`src/rtl/control_unit.sv`:
```
// control_unit -- hardwired control sequencer for a small load/store CPU.
//
// Runs a fetch (T0-T2) followed by an opcode-specific execute sequence
// (T3-T7). Every control strobe is decoded combinationally from the
// state register and irOut.
//
// Ports:
//   Clock, clear          rising-edge clock, asynchronous active-low reset
//   irOut[31:0]           IR contents: opcode[31:27] ra[26:23] rb[22:19]
//                         rc[18:15] C[18:0]
//   branchCompare         CON flag from the datapath, gates PCin in br T6
//   Stop                  halt request, sampled on the edge leaving T2
//   Rin/Rout[15:0]        one-hot register-file strobes
//   BAOut .. Cout         single-bit datapath strobes
//   C_sext[31:0]          C sign-extended from bit 18
//   op[4:0]               ALU operation (0 when the ALU is idle)
//   Run                   high while an instruction is executing
//
// Optional feature: define CU_MEM_WAIT_EN to add a mem_ready input.
// T1, ld-T6 and st-T7 then hold with Read/Write asserted until
// mem_ready=1 is sampled.
module control_unit (
   input  logic        Clock,
   input  logic        clear,
   input  logic [31:0] irOut,
   input  logic        branchCompare,
   input  logic        Stop,
`ifdef CU_MEM_WAIT_EN
   input  logic        mem_ready,
`endif
   output logic [15:0] Rin,
   output logic [15:0] Rout,
   output logic        BAOut,
   output logic        PCout, PCin, InPC, MARin, MDRin, MDRout, Read, Write,
   output logic        Yin, Zin, Zlowout, IRin, CONin, InPortout, OutPortin,
   output logic        Cout,
   output logic [31:0] C_sext,
   output logic [4:0]  op,
   output logic        Run
);

   localparam logic [4:0] OP_LD   = 5'b00000, OP_LDI  = 5'b00001,
                          OP_ST   = 5'b00010, OP_ADD  = 5'b00011,
                          OP_SUB  = 5'b00100, OP_AND  = 5'b00101,
                          OP_OR   = 5'b00110, OP_BR   = 5'b10010,
                          OP_IN   = 5'b10110, OP_OUT  = 5'b10111,
                          OP_HALT = 5'b11001;

   typedef enum logic [3:0] {
      S_RESET, S_T0, S_T1, S_T2, S_T3, S_T4, S_T5, S_T6, S_T7, S_HALT
   } state_t;

   state_t r_state, w_next;

   logic [4:0]  w_opc;
   logic        w_alu, w_ldi, w_ld, w_st, w_br, w_in, w_out, w_halt;
   logic        w_mem_ready;
   logic [15:0] w_ra_oh, w_rb_oh, w_rc_oh;

`ifdef CU_MEM_WAIT_EN
   assign w_mem_ready = mem_ready;
`else
   assign w_mem_ready = 1'b1;
`endif

   assign w_opc  = irOut[31:27];
   assign w_alu  = (w_opc == OP_ADD) || (w_opc == OP_SUB) ||
                   (w_opc == OP_AND) || (w_opc == OP_OR);
   assign w_ldi  = (w_opc == OP_LDI);
   assign w_ld   = (w_opc == OP_LD);
   assign w_st   = (w_opc == OP_ST);
   assign w_br   = (w_opc == OP_BR);
   assign w_in   = (w_opc == OP_IN);
   assign w_out  = (w_opc == OP_OUT);
   assign w_halt = (w_opc == OP_HALT);
   // nop and every unlisted opcode fall through all the flags above

   assign w_ra_oh = 16'h0001 << irOut[26:23];
   assign w_rb_oh = 16'h0001 << irOut[22:19];
   assign w_rc_oh = 16'h0001 << irOut[18:15];

   assign C_sext = {{13{irOut[18]}}, irOut[18:0]};

   always_ff @(posedge Clock or negedge clear) begin
      if (!clear) r_state <= S_RESET;
      else        r_state <= w_next;
   end

   always_comb begin
      w_next = r_state;
      case (r_state)
         S_RESET: w_next = S_T0;
         S_T0:    w_next = S_T1;
         S_T1:    w_next = w_mem_ready ? S_T2 : S_T1;
         S_T2: begin
            // Stop wins over the decoded opcode: the fetched word is dropped
            if (Stop || w_halt)                   w_next = S_HALT;
            else if (w_alu || w_ldi || w_ld || w_st ||
                     w_br || w_in || w_out)       w_next = S_T3;
            else                                  w_next = S_T0;
         end
         S_T3:    w_next = (w_in || w_out) ? S_T0 : S_T4;
         S_T4:    w_next = S_T5;
         S_T5:    w_next = (w_ld || w_st || w_br) ? S_T6 : S_T0;
         S_T6: begin
            if (w_br)                      w_next = S_T0;
            else if (w_ld && !w_mem_ready) w_next = S_T6;
            else                           w_next = S_T7;
         end
         S_T7:    w_next = (w_st && !w_mem_ready) ? S_T7 : S_T0;
         S_HALT:  w_next = S_HALT;
         default: w_next = S_RESET;
      endcase
   end

   always_comb begin
      Rin = '0; Rout = '0; BAOut = 1'b0;
      PCout = 1'b0; PCin = 1'b0; InPC = 1'b0; MARin = 1'b0;
      MDRin = 1'b0; MDRout = 1'b0; Read = 1'b0; Write = 1'b0;
      Yin = 1'b0; Zin = 1'b0; Zlowout = 1'b0; IRin = 1'b0;
      CONin = 1'b0; InPortout = 1'b0; OutPortin = 1'b0; Cout = 1'b0;
      op = 5'b00000; Run = 1'b0;
      case (r_state)
         S_T0: begin
            Run = 1'b1; PCout = 1'b1; MARin = 1'b1; InPC = 1'b1;
            Zin = 1'b1; op = OP_ADD;
         end
         S_T1: begin
            Run = 1'b1; Zlowout = 1'b1; PCin = 1'b1; Read = 1'b1; MDRin = 1'b1;
         end
         S_T2: begin
            Run = 1'b1; MDRout = 1'b1; IRin = 1'b1;
         end
         S_T3: begin
            Run = 1'b1;
            if (w_alu) begin
               Rout = w_rb_oh; Yin = 1'b1;
            end else if (w_ldi || w_ld || w_st) begin
               // R0 reads as zero here, giving absolute addressing for rb=0
               Rout = w_rb_oh; BAOut = 1'b1; Yin = 1'b1;
            end else if (w_br) begin
               Rout = w_ra_oh; CONin = 1'b1;
            end else if (w_in) begin
               InPortout = 1'b1; Rin = w_ra_oh;
            end else if (w_out) begin
               Rout = w_ra_oh; OutPortin = 1'b1;
            end
         end
         S_T4: begin
            Run = 1'b1;
            if (w_alu) begin
               Rout = w_rc_oh; Zin = 1'b1; op = w_opc;
            end else if (w_ldi || w_ld || w_st) begin
               Cout = 1'b1; Zin = 1'b1; op = OP_ADD;
            end else if (w_br) begin
               PCout = 1'b1; Yin = 1'b1;
            end
         end
         S_T5: begin
            Run = 1'b1;
            if (w_alu || w_ldi) begin
               Zlowout = 1'b1; Rin = w_ra_oh;
            end else if (w_ld || w_st) begin
               Zlowout = 1'b1; MARin = 1'b1;
            end else if (w_br) begin
               Cout = 1'b1; Zin = 1'b1; op = OP_ADD;
            end
         end
         S_T6: begin
            Run = 1'b1;
            if (w_ld) begin
               Read = 1'b1; MDRin = 1'b1;
            end else if (w_st) begin
               Rout = w_ra_oh; MDRin = 1'b1;
            end else if (w_br) begin
               Zlowout = 1'b1; PCin = branchCompare;
            end
         end
         S_T7: begin
            Run = 1'b1;
            if (w_ld) begin
               MDRout = 1'b1; Rin = w_ra_oh;
            end else if (w_st) begin
               Write = 1'b1;
            end
         end
         default: ;
      endcase
   end

endmodule

```
`config.mk`:
```
export PLATFORM = sky130hd
export DESIGN_NAME = control_unit
export DESIGN_NICKNAME = d
export VERILOG_FILES = /design/src/rtl/control_unit.sv
export SDC_FILE = /design/constraint.sdc
export NUM_CORES = 1
export LEC_CHECK = 0
export BUFFER_PORTS_ARGS = -buffer_cell sky130_fd_sc_hd__buf_2
export CORE_MARGIN = 3
export CORE_UTILIZATION = 41
export DETAILED_ROUTE_END_ITERATION = 16
export GPL_TIMING_DRIVEN = 0
export PLACE_DENSITY = 0.81
export RECOVER_POWER = 100
export REMOVE_ABC_BUFFERS = 1
export SYNTH_ARGS = -nofsm -noshare
export SYNTH_HDL_FRONTEND = slang
export SYNTH_SLANG_ARGS = --single-unit
```
`constraint.sdc`:
```
create_clock -name Clock -period 3.35 [get_ports Clock]
set_input_delay 0.67 -clock Clock [delete_from_list [all_inputs] [get_ports Clock]]
set_output_delay 0.67 -clock Clock [all_outputs]
set_load 0.02 [all_outputs]
```
==> qor.csv <==
metric,value,unit
seq_area,102.6,um2
p_sw,0.5673,mW
slew_headroom,0.07712,
post-route-period-util,0.9913,
setup_ws,0.02899,ns
first_iter_violations,170,
grt_pass1_wl,9094,um
synth_area,1653,um2
cts_hold_buf,0,
syn_area_per_cell,6.585,um2
ys_ff_latch,4,
p_per_area,461.6,nW/um2
fin_skew,0.001320,ns
die_w,69.49,um
status,finished clean,
start_kind,input pin,
cts_num_sinks,4,
grt_max_degree,23,
routed_wl,5867,um
peakVddDrop,0.7598,mV
cts_max_level,1,
cap_violations,0,
numCtsBuffers,3,
cp.arrival,2.65,ns
utilization,0.5319,
tightest_slew,1.379,ns
top_register,r_state,
start_util,0.4383,
yosys.cell_types.count,49,
cts_tree,yes,
dpl_worst_slack,-0.06389,ns
dp_hpwl,4172,um
areaGrowthSynthToFinish,21.35,%
comb_power_share,0.724,
finish.net_count,334,
clkLatencyLatePin,0.21,ns
critical_path_class,in2out,
p_clk_frac,0.107,
max_freq,0.3011,GHz
required,2.68,ns
yosysSeqAreaShare,0.06056,
cellLeakagePower,0.7995,nW
pwr-share-seq,0.168,
largestRegisters,r_state (4),
synth_top_cell_area_share,0.1544,
portBuffers,90,
firstDrtPassIters,4,
boundaryPins,123,
gp_congestion,0.8954,
async_flop_share,1.000,
yosysMostFrequentCell,buf_4,
clk_pin_slew,0.03,ns
coreArea,3771,um2
grt_pass1_vias,1827,
antennaDiodeCount,0,
fp.dieArea,4829,um2
crit_fanout,10,
hold_path_class,in2async,
end_kind,output port,
placed_area,1822,um2
synthFlopType,dfrtp_1,
largest_reg_flops,4,
antenna_found_initial,0,
final_layout_size_suffix_gt1_frac,0.3108,
antenna_left,0,
dr_total_vias,2134,
hold_violations,0,
synth_edf_count,0,
die_height,69.49,um
drv_slew,0,
root_buffer,clkbuf_8,
grt_usage,0.2220,
synth_top_area_cell,buf_4,
final.setup.tns,0,ns
synth_area_leaders,"buf_4 (15%), dfrtp_1 (6.1%), nor4_1 (6.1%)",
period_minus_slack,3.321,ns
ys_warn_count,0,
fin_area,2006,um2
clockBufferDepth,2,
grt-ovfl-total,0,
fillers,380,
synthCells,251,
route.detailed.drc,0,
routed_via_density,6.203,
rows,22,
intPower,0.3586,mW
multi_input_area,1323,um2
p_sw_frac,0.6127,
synth_top_cells_by_count,"buf_4 (34), nor2_1 (21), clkbuf_1 (16), nor4_1 (16), nand2_1 (15)",
wl_per_cell,17.06,um
finalSetupViolations,0,
[cells by family (layout without fill, tap and decap cells)]
family	count (synthesis)	in the layout	synth area share
AND/OR/NAND/NOR	123	123	0.4186
buffers and inverters	62	105	0.2271
AO/OA/AOI/OAI	57	58	0.2687
flip-flops	4	4	0.06056
XOR/XNOR	2	2	0.01060
multiplexers	2	2	0.01211
other	1	2	0.002269
[metal layers]
metal	track usage	vias to the layer above	routed length [um]
met1	0.2931	978	2390
met5	0	-	0
met4	0.06291	0	80
met3	0.07971	10	753
met2	0.3379	157	2642
li1	-	989	-
[cells in the final DEF, fill, tap and decap left out, drive strengths merged, types with 7 or more instances in the layout]
cell / synthesis / final
clkbuf: 16 / 64
buf: 38 / 33
nor2: 21 / 21
nor4: 16 / 16
nand2: 15 / 15
nor3: 12 / 12
o21ai: 11 / 11
nand2b: 10 / 10
nand3: 9 / 9
inv: 8 / 8
nor2b: 8 / 8
o221ai: 7 / 7
or2: 7 / 7
a32oi: 7 / 7
a21oi: 7 / 7
[stage by stage]
step / cells / total power, mW / hold slack [ns]
2_1_floorplan: 198 / 0.5544 / 0.3744
3_3_place_gp: 336 / 0.7698 / 0.4737
3_5_place_dp: 336 / 0.7797 / 0.4749
4_1_cts: 340 / 0.8985 / 0.2474
5_1_grt: 344 / 1.009 / 0.2750
6_report: 344 / 0.9259 / 0.2702
[worst max-delay path, cell delays in order]
cell and delay (ns):
buf_2 0.15, or4_4 0.56, or3_4 0.44, o221a_4 0.36
nor4_2 0.28, buf_4 0.19
[cell type report]
type	count	area share
clock buffer	3	0.02059
inverter	8	0.01497
multi-input combinational	187	0.6594
sequential	4	0.05115
tap	48	0.02994
timing repair buffer	94	0.2240
[power by group through the flow]
stage	sequential [mW]	clock, mW	combinational (mW)
2_1_floorplan	0.126	0	0.428
3_3_place_gp	0.144	0	0.626
3_5_place_dp	0.147	0	0.633
4_1_cts	0.148	0.102	0.649
5_1_grt	0.165	0.107	0.737
6_report	0.156	0.0995	0.671
[final timing paths]
path                             from          to  slack, ns  cells after the start
setup / recovery            irOut[30]     Rin[10]       0.03                      6
hold / removal                  clear  r_state[1]       0.27                      1
setup reg to reg           r_state[2]  r_state[0]       1.94                      4
hold reg to reg            r_state[3]  r_state[1]       0.68                      1
max in group asynchronous       clear  r_state[0]       2.89                      1
min in group Clock         r_state[3]  r_state[1]       0.68                      1
[timing repair]
item / in CTS / in global routing
hold endpoints to repair: 0 / 0
endpoints found under the setup margin: 13 / 31
gates resized for setup: 7 / 28
setup buffers: 0 / 4
pin swaps: 1 / 9
gates cloned: 1 / 0
(Power assumes the default switching activity.)
